### config.mk
export PLATFORM = sky130hd
export DESIGN_NAME = unified_mem_arbiter
export DESIGN_NICKNAME = d
export VERILOG_FILES = /design/src/rtl/unified_mem_arbiter.sv
export SDC_FILE = /design/constraint.sdc
export NUM_CORES = 1
export LEC_CHECK = 0
export CAP_MARGIN = 20
export CORE_UTILIZATION = 35
export DETAILED_ROUTE_END_ITERATION = 6
export GPL_TIMING_DRIVEN = 0
export PLACE_DENSITY = 0.75
export SYNTH_ARGS = -nofsm -noshare
export SYNTH_HDL_FRONTEND = slang
export SYNTH_SLANG_ARGS = --single-unit
### constraint.sdc
create_clock -name clk -period 4.89 [get_ports clk]
set_input_delay 0.7335 -clock clk [delete_from_list [all_inputs] [get_ports clk]]
set_output_delay 0.7335 -clock clk [all_outputs]
set_load 0.01 [all_outputs]
### src/rtl/unified_mem_arbiter.sv
// rtl/unified_mem_arbiter.sv - shared single-port memory arbiter for fetch and data requesters
//
// Purpose: grants one of two requesters (instruction fetch, data memory) access
// to a single-ported memory. Data has priority, but a fetch that has waited
// through STARVE_MAX consecutive data grants wins the next arbitration. Each
// access occupies ACCESS for MEM_LAT cycles, then one ACK cycle. A new
// arbitration can only happen in the IDLE cycle that follows.
//
// Ports:
//   clk, rst               clock (rising edge), asynchronous active-high reset
//   if_req/if_addr         fetch request (held until if_ack) and address
//   if_rdata/if_ack        registered fetch data, one-cycle completion pulse
//   dm_read/dm_write       data request kinds (both high is treated as write)
//   dm_addr/dm_wdata       data address and store data
//   dm_rdata/dm_ack        registered load data, one-cycle completion pulse
//   stall                  combinational pipeline freeze while a request waits
//   mem_en/mem_we          memory strobes, high in the first ACCESS cycle only
//   mem_addr/mem_wdata     latched access address and write data
//   mem_rdata              memory read data, captured in the last ACCESS cycle
module unified_mem_arbiter #(
  parameter int MEM_LAT    = 2,
  parameter int STARVE_MAX = 4
) (
  input  logic        clk,
  input  logic        rst,
  input  logic        if_req,
  input  logic [31:0] if_addr,
  output logic [31:0] if_rdata,
  output logic        if_ack,
  input  logic        dm_read,
  input  logic        dm_write,
  input  logic [31:0] dm_addr,
  input  logic [31:0] dm_wdata,
  output logic [31:0] dm_rdata,
  output logic        dm_ack,
  output logic        stall,
  output logic        mem_en,
  output logic        mem_we,
  output logic [31:0] mem_addr,
  output logic [31:0] mem_wdata,
  input  logic [31:0] mem_rdata
);

  localparam logic [3:0] LAT_INIT   = 4'(MEM_LAT);
  localparam logic [3:0] STARVE_LIM = 4'(STARVE_MAX);

  typedef enum logic [1:0] {
    ST_IDLE   = 2'd0,
    ST_ACCESS = 2'd1,
    ST_ACK    = 2'd2
  } state_t;

  state_t      state_q;
  logic [3:0]  cnt_q;
  logic [3:0]  starve_q;
  logic        owner_dm_q;   // 1: data requester owns the current access
  logic        wr_q;
  logic        mem_en_q;
  logic [31:0] mem_addr_q;
  logic [31:0] mem_wdata_q;
  logic [31:0] if_rdata_q;
  logic [31:0] dm_rdata_q;
  logic        if_ack_q;
  logic        dm_ack_q;

  logic        dm_req;
  logic        grant_if_d;
  logic        grant_dm_d;

  always_comb begin
    dm_req     = dm_read | dm_write;
    grant_if_d = if_req & (~dm_req | (starve_q == STARVE_LIM));
    grant_dm_d = ~grant_if_d & dm_req;
  end

  always_ff @(posedge clk or posedge rst) begin
    if (rst) begin
      state_q     <= ST_IDLE;
      cnt_q       <= 4'd0;
      starve_q    <= 4'd0;
      owner_dm_q  <= 1'b0;
      wr_q        <= 1'b0;
      mem_en_q    <= 1'b0;
      mem_addr_q  <= 32'd0;
      mem_wdata_q <= 32'd0;
      if_rdata_q  <= 32'd0;
      dm_rdata_q  <= 32'd0;
      if_ack_q    <= 1'b0;
      dm_ack_q    <= 1'b0;
    end else begin
      // Strobes and acks are single-cycle pulses unless re-asserted below.
      mem_en_q <= 1'b0;
      if_ack_q <= 1'b0;
      dm_ack_q <= 1'b0;
      case (state_q)
        ST_IDLE: begin
          if (grant_if_d || grant_dm_d) begin
            state_q     <= ST_ACCESS;
            cnt_q       <= LAT_INIT;
            mem_en_q    <= 1'b1;
            owner_dm_q  <= grant_dm_d;
            wr_q        <= grant_dm_d & dm_write;
            mem_addr_q  <= grant_dm_d ? dm_addr : if_addr;
            mem_wdata_q <= dm_wdata;
            // Count only data grants that actually made a fetch wait.
            if (grant_if_d) begin
              starve_q <= 4'd0;
            end else if (if_req && (starve_q != STARVE_LIM)) begin
              starve_q <= starve_q + 4'd1;
            end
          end
        end
        ST_ACCESS: begin
          cnt_q <= cnt_q - 4'd1;
          if (cnt_q == 4'd1) begin
            state_q <= ST_ACK;
            if (!wr_q) begin
              if (owner_dm_q) begin
                dm_rdata_q <= mem_rdata;
              end else begin
                if_rdata_q <= mem_rdata;
              end
            end
            if (owner_dm_q) begin
              dm_ack_q <= 1'b1;
            end else begin
              if_ack_q <= 1'b1;
            end
          end
        end
        ST_ACK: begin
          state_q <= ST_IDLE;
        end
        default: begin
          state_q <= ST_IDLE;
        end
      endcase
    end
  end

  assign if_rdata  = if_rdata_q;
  assign dm_rdata  = dm_rdata_q;
  assign if_ack    = if_ack_q;
  assign dm_ack    = dm_ack_q;
  assign mem_en    = mem_en_q;
  assign mem_we    = mem_en_q & wr_q;
  assign mem_addr  = mem_addr_q;
  assign mem_wdata = mem_wdata_q;
  assign stall     = (if_req & ~if_ack_q) | (dm_req & ~dm_ack_q);

endmodule

==> flow_summary.ini, run 1 <==
[layout]
syn2layout_area_growth_pct = 59.7
nets = 853
final_common_cell = clkdlybuf4s50_1
postLayoutCellArea_sq_um = 9550
antennaDiodeCount = 0
final_cell_mix = clkdlybuf4s50_1, dfrtp_1, mux2_2
drive_gt1_share_pct = 20.2

[clock_network]
clk_pin_slew_ns = 0.06
clock_sinks = 143
cts_tree = done
ctsHtreeMaxLevel = 4
cts_setup_buffers = 0
hold_buffers = 0
clock_latency_ns = 0.41
root_buffer = clkbuf_16
cts.path.max_buffers = 2
numCtsBuffers = 17
ctsResizeCount = 0

[global_routing]
grt_start_max_net_pins = 96
grt_pass1_wl_microns = 27700
grt-ovfl-total = 0
grt_antenna_before_repair = 0
grt_pass1_vias = 5277
grt_usage_pct = 20.4

[timing]
period_needed_ns = 3.51
hold_slack_ns = 0.501
max_freq_mhz = 285
grt_setup_unrepaired = no
post-route-period-util_pct = 71.7
finalHoldViolCount = 0
slew_headroom_pct = 65.5
finalWorstSetupSlack_ns = 1.38
worst_pin_slew_ns = 0.516
slew_violations = 0
fin_skew_ns = 0.00760
report.final.setup_viol = 0
fin_setup_tns_ns = 0

[synth]
synth_warnings = 0
seq_area_frac_synth_pct = 59.8
synth-seq-cells = 143
syn_inst = 432
avgSynthCellArea_sq_um = 13.8
syn_area_sq_um = 5980
synthesis.nets = 569
yosysUniqueCellTypes = 43

[worst_setup_path]
critPathKind = in -> out
cp_top_family = buffers and inverters
cp_max_fo = 10
path_buf_inv = 3
crit_chain = clkdlybuf4s50_1, nor2_1, clkbuf_1, o22ai_1, clkdlybuf4s50_1
critPathMaxStageDelay_ns = 0.52
cp.required_ns = 4.16
crit_path_end_kind = output port
crit_path_start_kind = primary input
arrival_ns = 2.77
critPathSlowestCell = clkdlybuf4s50_1
cp_common_cell = clkdlybuf4s50_1
r2r_setup_slack_ns = 2.92

[floorplanning]
dieHeight_microns = 133
num_rows = 47
die-area_sq_um = 17600
coreArea_sq_um = 16600
start_util_pct = 35.9
ios = 266
die-width_microns = 133

[drt]
vias = 4874
drt_iter0_drc = 176
drtPass1Iterations = 4
avgViaCountPerCell = 5.14
drc = 0
drt_wl_total_microns = 17500
wl_per_cell_microns = 18.4
ant_nets = 0

[placement]
dp_slack_ns = 1.37
dpl.hpwl_microns = 12800
dpl_cell_area_sq_um = 8930
port_buffers = 264
gp_congestion = 0.851

[power]
powerDensity_nw_per_um2 = 658
cellLeakagePower_uw = 0.00387
ir_worst_vdd_mv = 0.374

[job]
drv_cap = 0

[worst_hold_path]
hp-class = reg -> reg

[outcome]
status = finished clean
## synthesized netlist by cell type, drive strengths merged
master   number  area, sq um
nand2         5         18.8
o211ai        2         15.0
clkbuf       19         71.3
xnor2         1         8.76
mux2         96         1100
o311ai        1         8.76
nand3         4         20.0
or4b          1         10.0
ha            4         50.1
and2          2         12.5
nor2b         1         6.26
a2bb2oi      32          280
nand4b        2         17.5
xor2          1         8.76
a22oi         1         7.51
or2           2         12.5
nand2b        1         6.26
and3          1         6.26
a21o          1         7.51
o22ai         1         6.26
nand3b        1         7.51
dfrtp       143         3580
a311oi       32          280
inv           8         30.0
or3b          1         8.76
nor4b         1         8.76
and2b         1         7.51
nor3b         1         12.5
nor2          5         18.8
nor3          3         20.0
buf          15         90.1
and4b         1         10.0
a22o          1         8.76
mux2i         1         10.0
o21ai        40          211
## final timing paths
kind | startpoint | endpoint | cells after the start
min reg2reg | if_rdata[24] | if_rdata[24] | 1
max | dm_write | stall | 5
max in group asynchronous | rst | mem_addr[22] | 3
min in group asynchronous | rst | dm_rdata[12] | 2
max reg2reg | starve_q[0] | mem_addr[2] | 6
min | if_rdata[24] | if_rdata[24] | 1
## layer usage
metal	GRT usage, %	routed length, microns	vias to the layer above
met5	0	0	-
met4	6.00	350	0
met3	7.93	1410	30
met2	34.6	8820	207
met1	23.8	6900	2440
li1	-	-	2197
## worst reg2reg max path, cell delays in order, from the launching register on
cell       delay (ns)
dfrtp_1          0.41
inv_1            0.10
ha_1             0.19
nand4b_1         0.25
clkbuf_1         0.32
a311oi_1         0.45
a2bb2oi_1        0.12
## per-stage QoR
stage | instances | util, % | total power, uW
after floorplan | 432 | - | 3400
after global placement | 916 | 53.5 | 4840
after detailed placement | 917 | 53.7 | 4950
after CTS | 949 | 57.4 | 6360
after global routing | 949 | 57.4 | 6620
final | 949 | 57.4 | 6280
## cell families after synthesis
| group | Yosys count | synth area share (%) |
|---|---|---|
| xor+xnor | 2 | 0.293 |
| compound gates | 111 | 13.8 |
| flops | 143 | 59.8 |
| fa+ha+maj | 4 | 0.837 |
| buf+inv | 42 | 3.20 |
| mux | 97 | 18.6 |
| simple gates | 33 | 3.41 |
## area by class of cell
class                           instances  area (sq um)
Sequential cell                       143          3580
Inverter                                8          35.0
Tap cell                              220           275
Buffer                                 34           161
Multi-Input combinational cell        247          2210
Timing Repair Buffer                  265          2670
Clock inverter                         13           178
Clock buffer                           19           443
Fill cell                            1316          7090
## where the power goes
| part | total (uW) | internal, uW | leakage (uW) | switching [uW] |
|---|---|---|---|---|
| Clock | 1360 | 828 | 0.000297 | 530 |
| Sequential | 2130 | 1780 | 0.00166 | 351 |
| Combinational | 2790 | 1700 | 0.00192 | 1090 |
| Total | 6280 | 4310 | 0.00387 | 1970 |
## registers in the layout (all words and copies together) (netlist names)
name / cells
dm_ack: 1
mem_addr: 32
if_ack: 1
starve_q: 4
wr_q: 1
mem_wdata: 32
dm_rdata: 32
owner_dm_q: 1
mem_en: 1
state_q: 2
if_rdata: 32
cnt_q: 4
(Power assumes the default switching activity.)
==> inputs of run 2 (changes only) <==
--- a/config.mk
+++ b/config.mk
@@ -9,7 +9,7 @@
 export CORE_UTILIZATION = 35
 export DETAILED_ROUTE_END_ITERATION = 6
 export GPL_TIMING_DRIVEN = 0
-export PLACE_DENSITY = 0.75
+export PLACE_DENSITY = 0.78
 export SYNTH_ARGS = -nofsm -noshare
 export SYNTH_HDL_FRONTEND = slang
 export SYNTH_SLANG_ARGS = --single-unit
==> constraint.sdc (replaced) <==
create_clock -name clk -period 3.1 [get_ports clk]
set_input_delay 0.465 -clock clk [delete_from_list [all_inputs] [get_ports clk]]
set_output_delay 0.465 -clock clk [all_outputs]
set_load 0.01 [all_outputs]
==> flow_summary.ini, run 2 (synthesis results as in run 1) <==
[clock_network]
ctsResizeCount = 0
ctsHtreeMaxLevel = 4
clock_sinks = 143
clk_pin_slew_ns = 0.06
clock_latency_ns = 0.41
root_buffer = clkbuf_16
cts_setup_buffers = 0
numCtsBuffers = 17
hold_buffers = 0
cts_tree = done
cts.path.max_buffers = 2

[timing]
grt_setup_unrepaired = no
slew_violations = 0
report.final.setup_viol = 0
finalWorstSetupSlack_ns = 0.144
slew_headroom_pct = 63.5
max_freq_mhz = 338
finalHoldViolCount = 0
period_needed_ns = 2.96
post-route-period-util_pct = 95.4
worst_pin_slew_ns = 0.547
fin_skew_ns = 0.00891

[placement]
port_buffers = 264
dp_slack_ns = 0.158
dpl_cell_area_sq_um = 8960
placed_cells = 919
dpl.hpwl_microns = 13100
gp_congestion = 0.868

[global_routing]
grt_usage_pct = 20.4
grt_pass1_vias = 5383
grt_antenna_before_repair = 0
grt_start_max_net_pins = 46
grt_pass1_wl_microns = 28100
grt-ovfl-total = 0

[layout]
seq_area_sq_um = 3580
final_common_cell = clkdlybuf4s50_1
antennaDiodeCount = 0
drive_gt1_share_pct = 20.1
nets = 855
postLayoutCellArea_sq_um = 9600
finalNonFillerCells = 950
final.fill_count = 1322
multi_input_area_sq_um = 2210
syn2layout_area_growth_pct = 60.6
final_cell_mix = clkdlybuf4s50_1, dfrtp_1, mux2_2

[drt]
drt_wl_total_microns = 17400
drtPass1Iterations = 5
wl_met3_microns = 1280
highest_layer = met4
drc = 0
drt_iter0_drc = 203
ant_nets = 0
avgViaCountPerCell = 5.15
wl_met2_microns = 8840
vias = 4896
drt-met1-wl_microns = 6810
wl_per_cell_microns = 18.3

[worst_setup_path]
cp.depth = 5
cp_common_cell = clkdlybuf4s50_1
r2r_end = mem_addr[8]
critPathSlowestCell = clkdlybuf4s50_1
cp_top_family = buffers and inverters
crit_path_end = stall
r2r_setup_slack_ns = 1.10
crit_path_start_kind = primary input
reg2reg_depth = 6
critPathKind = in -> out
cp.required_ns = 2.63
path_buf_inv = 3
critPathMaxStageDelay_ns = 0.52
crit_chain = clkdlybuf4s50_1, nor2_1, clkbuf_1, o22ai_1, clkdlybuf4s50_1
cp-startpoint = dm_write
cp_max_fo = 10
crit_path_end_kind = output port
arrival_ns = 2.49
reg2reg_from = starve_q[0]

[floorplanning]
start_util_pct = 35.9
num_rows = 47
die-area_sq_um = 17600
die-width_microns = 133
coreArea_sq_um = 16600
ios = 266
dieHeight_microns = 133

[power]
cellLeakagePower_uw = 0.00389
ir_worst_vdd_mv = 0.661
powerDensity_nw_per_um2 = 1040

[outcome]
status = finished clean

[job]
drv_cap = 0

[worst_hold_path]
hp-class = in -> reg
-- run 2: cell types whose count changed in the layout (fill, tap and decap cells not counted), moves of 3 or more --
cell	previous run	this run
inv_6	4	1
buf_12	0	3
clkbuf_8	1	4
clkinv_4	4	1
-- run 2: where the power goes --
part           internal [uW]  switching [uW]  leakage, uW
clock network           1430             776     0.000306
registers               2810             547      0.00166
logic                   2690            1730      0.00193
total                   6940            3050      0.00389
-- run 2: worst min path at each step --
stage                         to  depth (start not counted)          from  slack, ns
global route         starve_q[1]                          3        if_req       0.41
detailed placement  mem_wdata[3]                          1  mem_wdata[3]       0.49
CTS                  starve_q[1]                          3        if_req       0.39
floorplan                 if_ack                          1    owner_dm_q       0.46
finish               starve_q[1]                          3        if_req       0.39
global placement    if_rdata[24]                          1  if_rdata[24]       0.48
-- run 2: worst reg2reg max path: stages (launching register included) --
cell	delay, ns
dfrtp_1	0.41
inv_1	0.12
ha_1	0.23
nand4b_1	0.26
clkbuf_1	0.33
a311oi_1	0.41
a2bb2oi_1	0.12
-- run 2: per-stage QoR --
stage	total power, uW	hold WS [ns]	TNS, ns	util (%)
after floorplan	5360	0.459	0	-
after global placement	7620	0.483	-37.81	53.5
after detailed placement	7810	0.492	0	53.9
after CTS	10100	0.386	0	57.7
after global routing	10500	0.408	0	57.7
final	9980	0.393	0	57.7
-- run 2: cell type report --
type                    count  share of cell area (%)
clock inverters             8                    1.59
inverters                   8                   0.352
flip-flops and latches    143                    37.3
plain buffers              34                    1.68
clock buffers              23                    5.08
multi-input cells         247                    23.0
repair buffers            267                    28.1
well taps                 220                    2.87
-- run 2: layer usage --
metal	GRT usage, %	vias up
met5	0	-
met4	8.17	0
met3	7.01	39
met2	34.7	212
met1	23.6	2452
li1	-	2193
==> inputs of run 3 (changes only) <==
==> constraint.sdc (replaced) <==
create_clock -name clk -period 3.1 [get_ports clk]
set_input_delay 0.775 -clock clk [delete_from_list [all_inputs] [get_ports clk]]
set_output_delay 0.775 -clock clk [all_outputs]
set_load 0.01 [all_outputs]
==> flow_summary.ini, run 3 (synthesis results as in run 1) <==
[layout]
antennaDiodeCount = 0
final_common_cell = clkdlybuf4s50_1
final_util_pct = 57.7
syn2layout_area_growth_pct = 60.7
drive_gt1_share_pct = 20.4
nets = 855
final.fill_count = 1325
postLayoutCellArea_sq_um = 9610
final_cell_mix = clkdlybuf4s50_1, dfrtp_1, mux2_2

[power]
seqPwrFrac_pct = 33.7
power_uw = 9980
p_int_uw = 6930
clkPwrFrac_pct = 22.1
ir_worst_vdd_mv = 0.661
netSwitchingFraction_pct = 30.5
powerDensity_nw_per_um2 = 1040
combPwrFrac_pct = 44.2
cellLeakagePower_uw = 0.00390
power_switching_uw = 3050

[drt]
wl_per_cell_microns = 18.3
drt_wl_total_microns = 17400
drt-met1-wl_microns = 6710
ant_nets = 0
wl_met3_microns = 1370
highest_layer = met4
drc = 0
drt_iter0_drc = 168
avgViaCountPerCell = 5.13
vias = 4874
drtPass1Iterations = 4
wl_met2_microns = 8770

[floorplanning]
die-area_sq_um = 17600
dieHeight_microns = 133
ios = 266
start_util_pct = 35.9
num_rows = 47
die-width_microns = 133
coreArea_sq_um = 16600

[global_routing]
grt_antenna_before_repair = 0
grt_pass1_vias = 5400
grt_pass1_wl_microns = 28100
grt-ovfl-total = 0
grt_start_max_net_pins = 46
grt_usage_pct = 20.4

[placement]
gp_congestion = 0.868
dpl_cell_area_sq_um = 8960
dpl.hpwl_microns = 13100
port_buffers = 264
dp_slack_ns = -0.462

[timing]
post-route-period-util_pct = 95.9
period_needed_ns = 2.97
finalHoldViolCount = 0
worst_pin_slew_ns = 0.542
max_freq_mhz = 336
slew_violations = 0
fin_skew_ns = 0.00815
grt_setup_unrepaired = no
report.final.setup_viol = 0
slew_headroom_pct = 63.8
finalWorstSetupSlack_ns = 0.126

[worst_setup_path]
cp-startpoint = dm_read
critPathMaxStageDelay_ns = 0.49
critPathKind = in -> out
critPathSlowestCell = clkdlybuf4s50_1
crit_path_end_kind = output port
reg2reg_from = starve_q[0]
cp_max_fo = 10
cp.required_ns = 2.32
crit_chain = clkdlybuf4s50_1, nor2_4, clkbuf_2, o22ai_1, dlygate4sd2_1
arrival_ns = 2.20
crit_path_start_kind = primary input

[clock_network]
clock_sinks = 143
root_buffer = clkbuf_16
cts_setup_buffers = 0
ctsHtreeMaxLevel = 4
hold_buffers = 0
cts.path.max_buffers = 2
cts_tree = done
clk_pin_slew_ns = 0.06
ctsResizeCount = 5
clock_latency_ns = 0.41
numCtsBuffers = 17

[worst_hold_path]
min-delay-start = dm_rdata[6]
hp-class = reg -> reg

[job]
drv_cap = 0

[outcome]
status = finished clean
## run 3: layout make-up
| cell class | instances | area [sq um] | area share [%] |
|---|---|---|---|
| plain buffers | 34 | 163 | 1.69 |
| clock inverters | 8 | 153 | 1.59 |
| inverters | 8 | 33.8 | 0.352 |
| well taps | 220 | 275 | 2.86 |
| repair buffers | 267 | 2700 | 28.1 |
| multi-input cells | 247 | 2220 | 23.1 |
| flip-flops and latches | 143 | 3580 | 37.2 |
| clock buffers | 23 | 488 | 5.08 |
## run 3: path summary, 6_finish.rpt
| check | endpoint | slack (ns) | depth (start not counted) |
|---|---|---|---|
| min | dm_rdata[6] | 0.50 | 1 |
| max | stall | 0.13 | 5 |
| max in group asynchronous | if_rdata[4] | 1.47 | 4 |
| max reg2reg | mem_addr[8] | 1.11 | 6 |
| min reg2reg | dm_rdata[6] | 0.50 | 1 |
| min in group asynchronous | mem_wdata[9] | 0.77 | 2 |
## run 3: layer usage
layer	up-vias	global-route usage, %
met5	-	0
met4	0	8.49
met3	38	7.05
met2	215	34.6
met1	2428	23.6
li1	2193	-
## run 3: per-stage QoR
step / hold WS, ns / instances / TNS (ns)
global placement: 0.483 / 916 / -82.56
detailed placement: 0.492 / 919 / -0.462
finish: 0.501 / 950 / 0
global route: 0.523 / 950 / 0
CTS: 0.505 / 950 / 0
floorplan: 0.459 / 432 / 0
## run 3: critical path: cells and delay by family
family          cells  cell delay (ns)
buf+inv             3             1.07
simple gates        1             0.24
compound gates      1             0.11
## run 3: power groups by stage
stage	sequential [uW]	clock, uW	combinational, uW
floorplan	3720	0	1640
global placement	3320	0	4300
detailed placement	3380	0	4430
CTS	3370	2260	4460
global route	3480	2360	4700
finish	3360	2210	4410
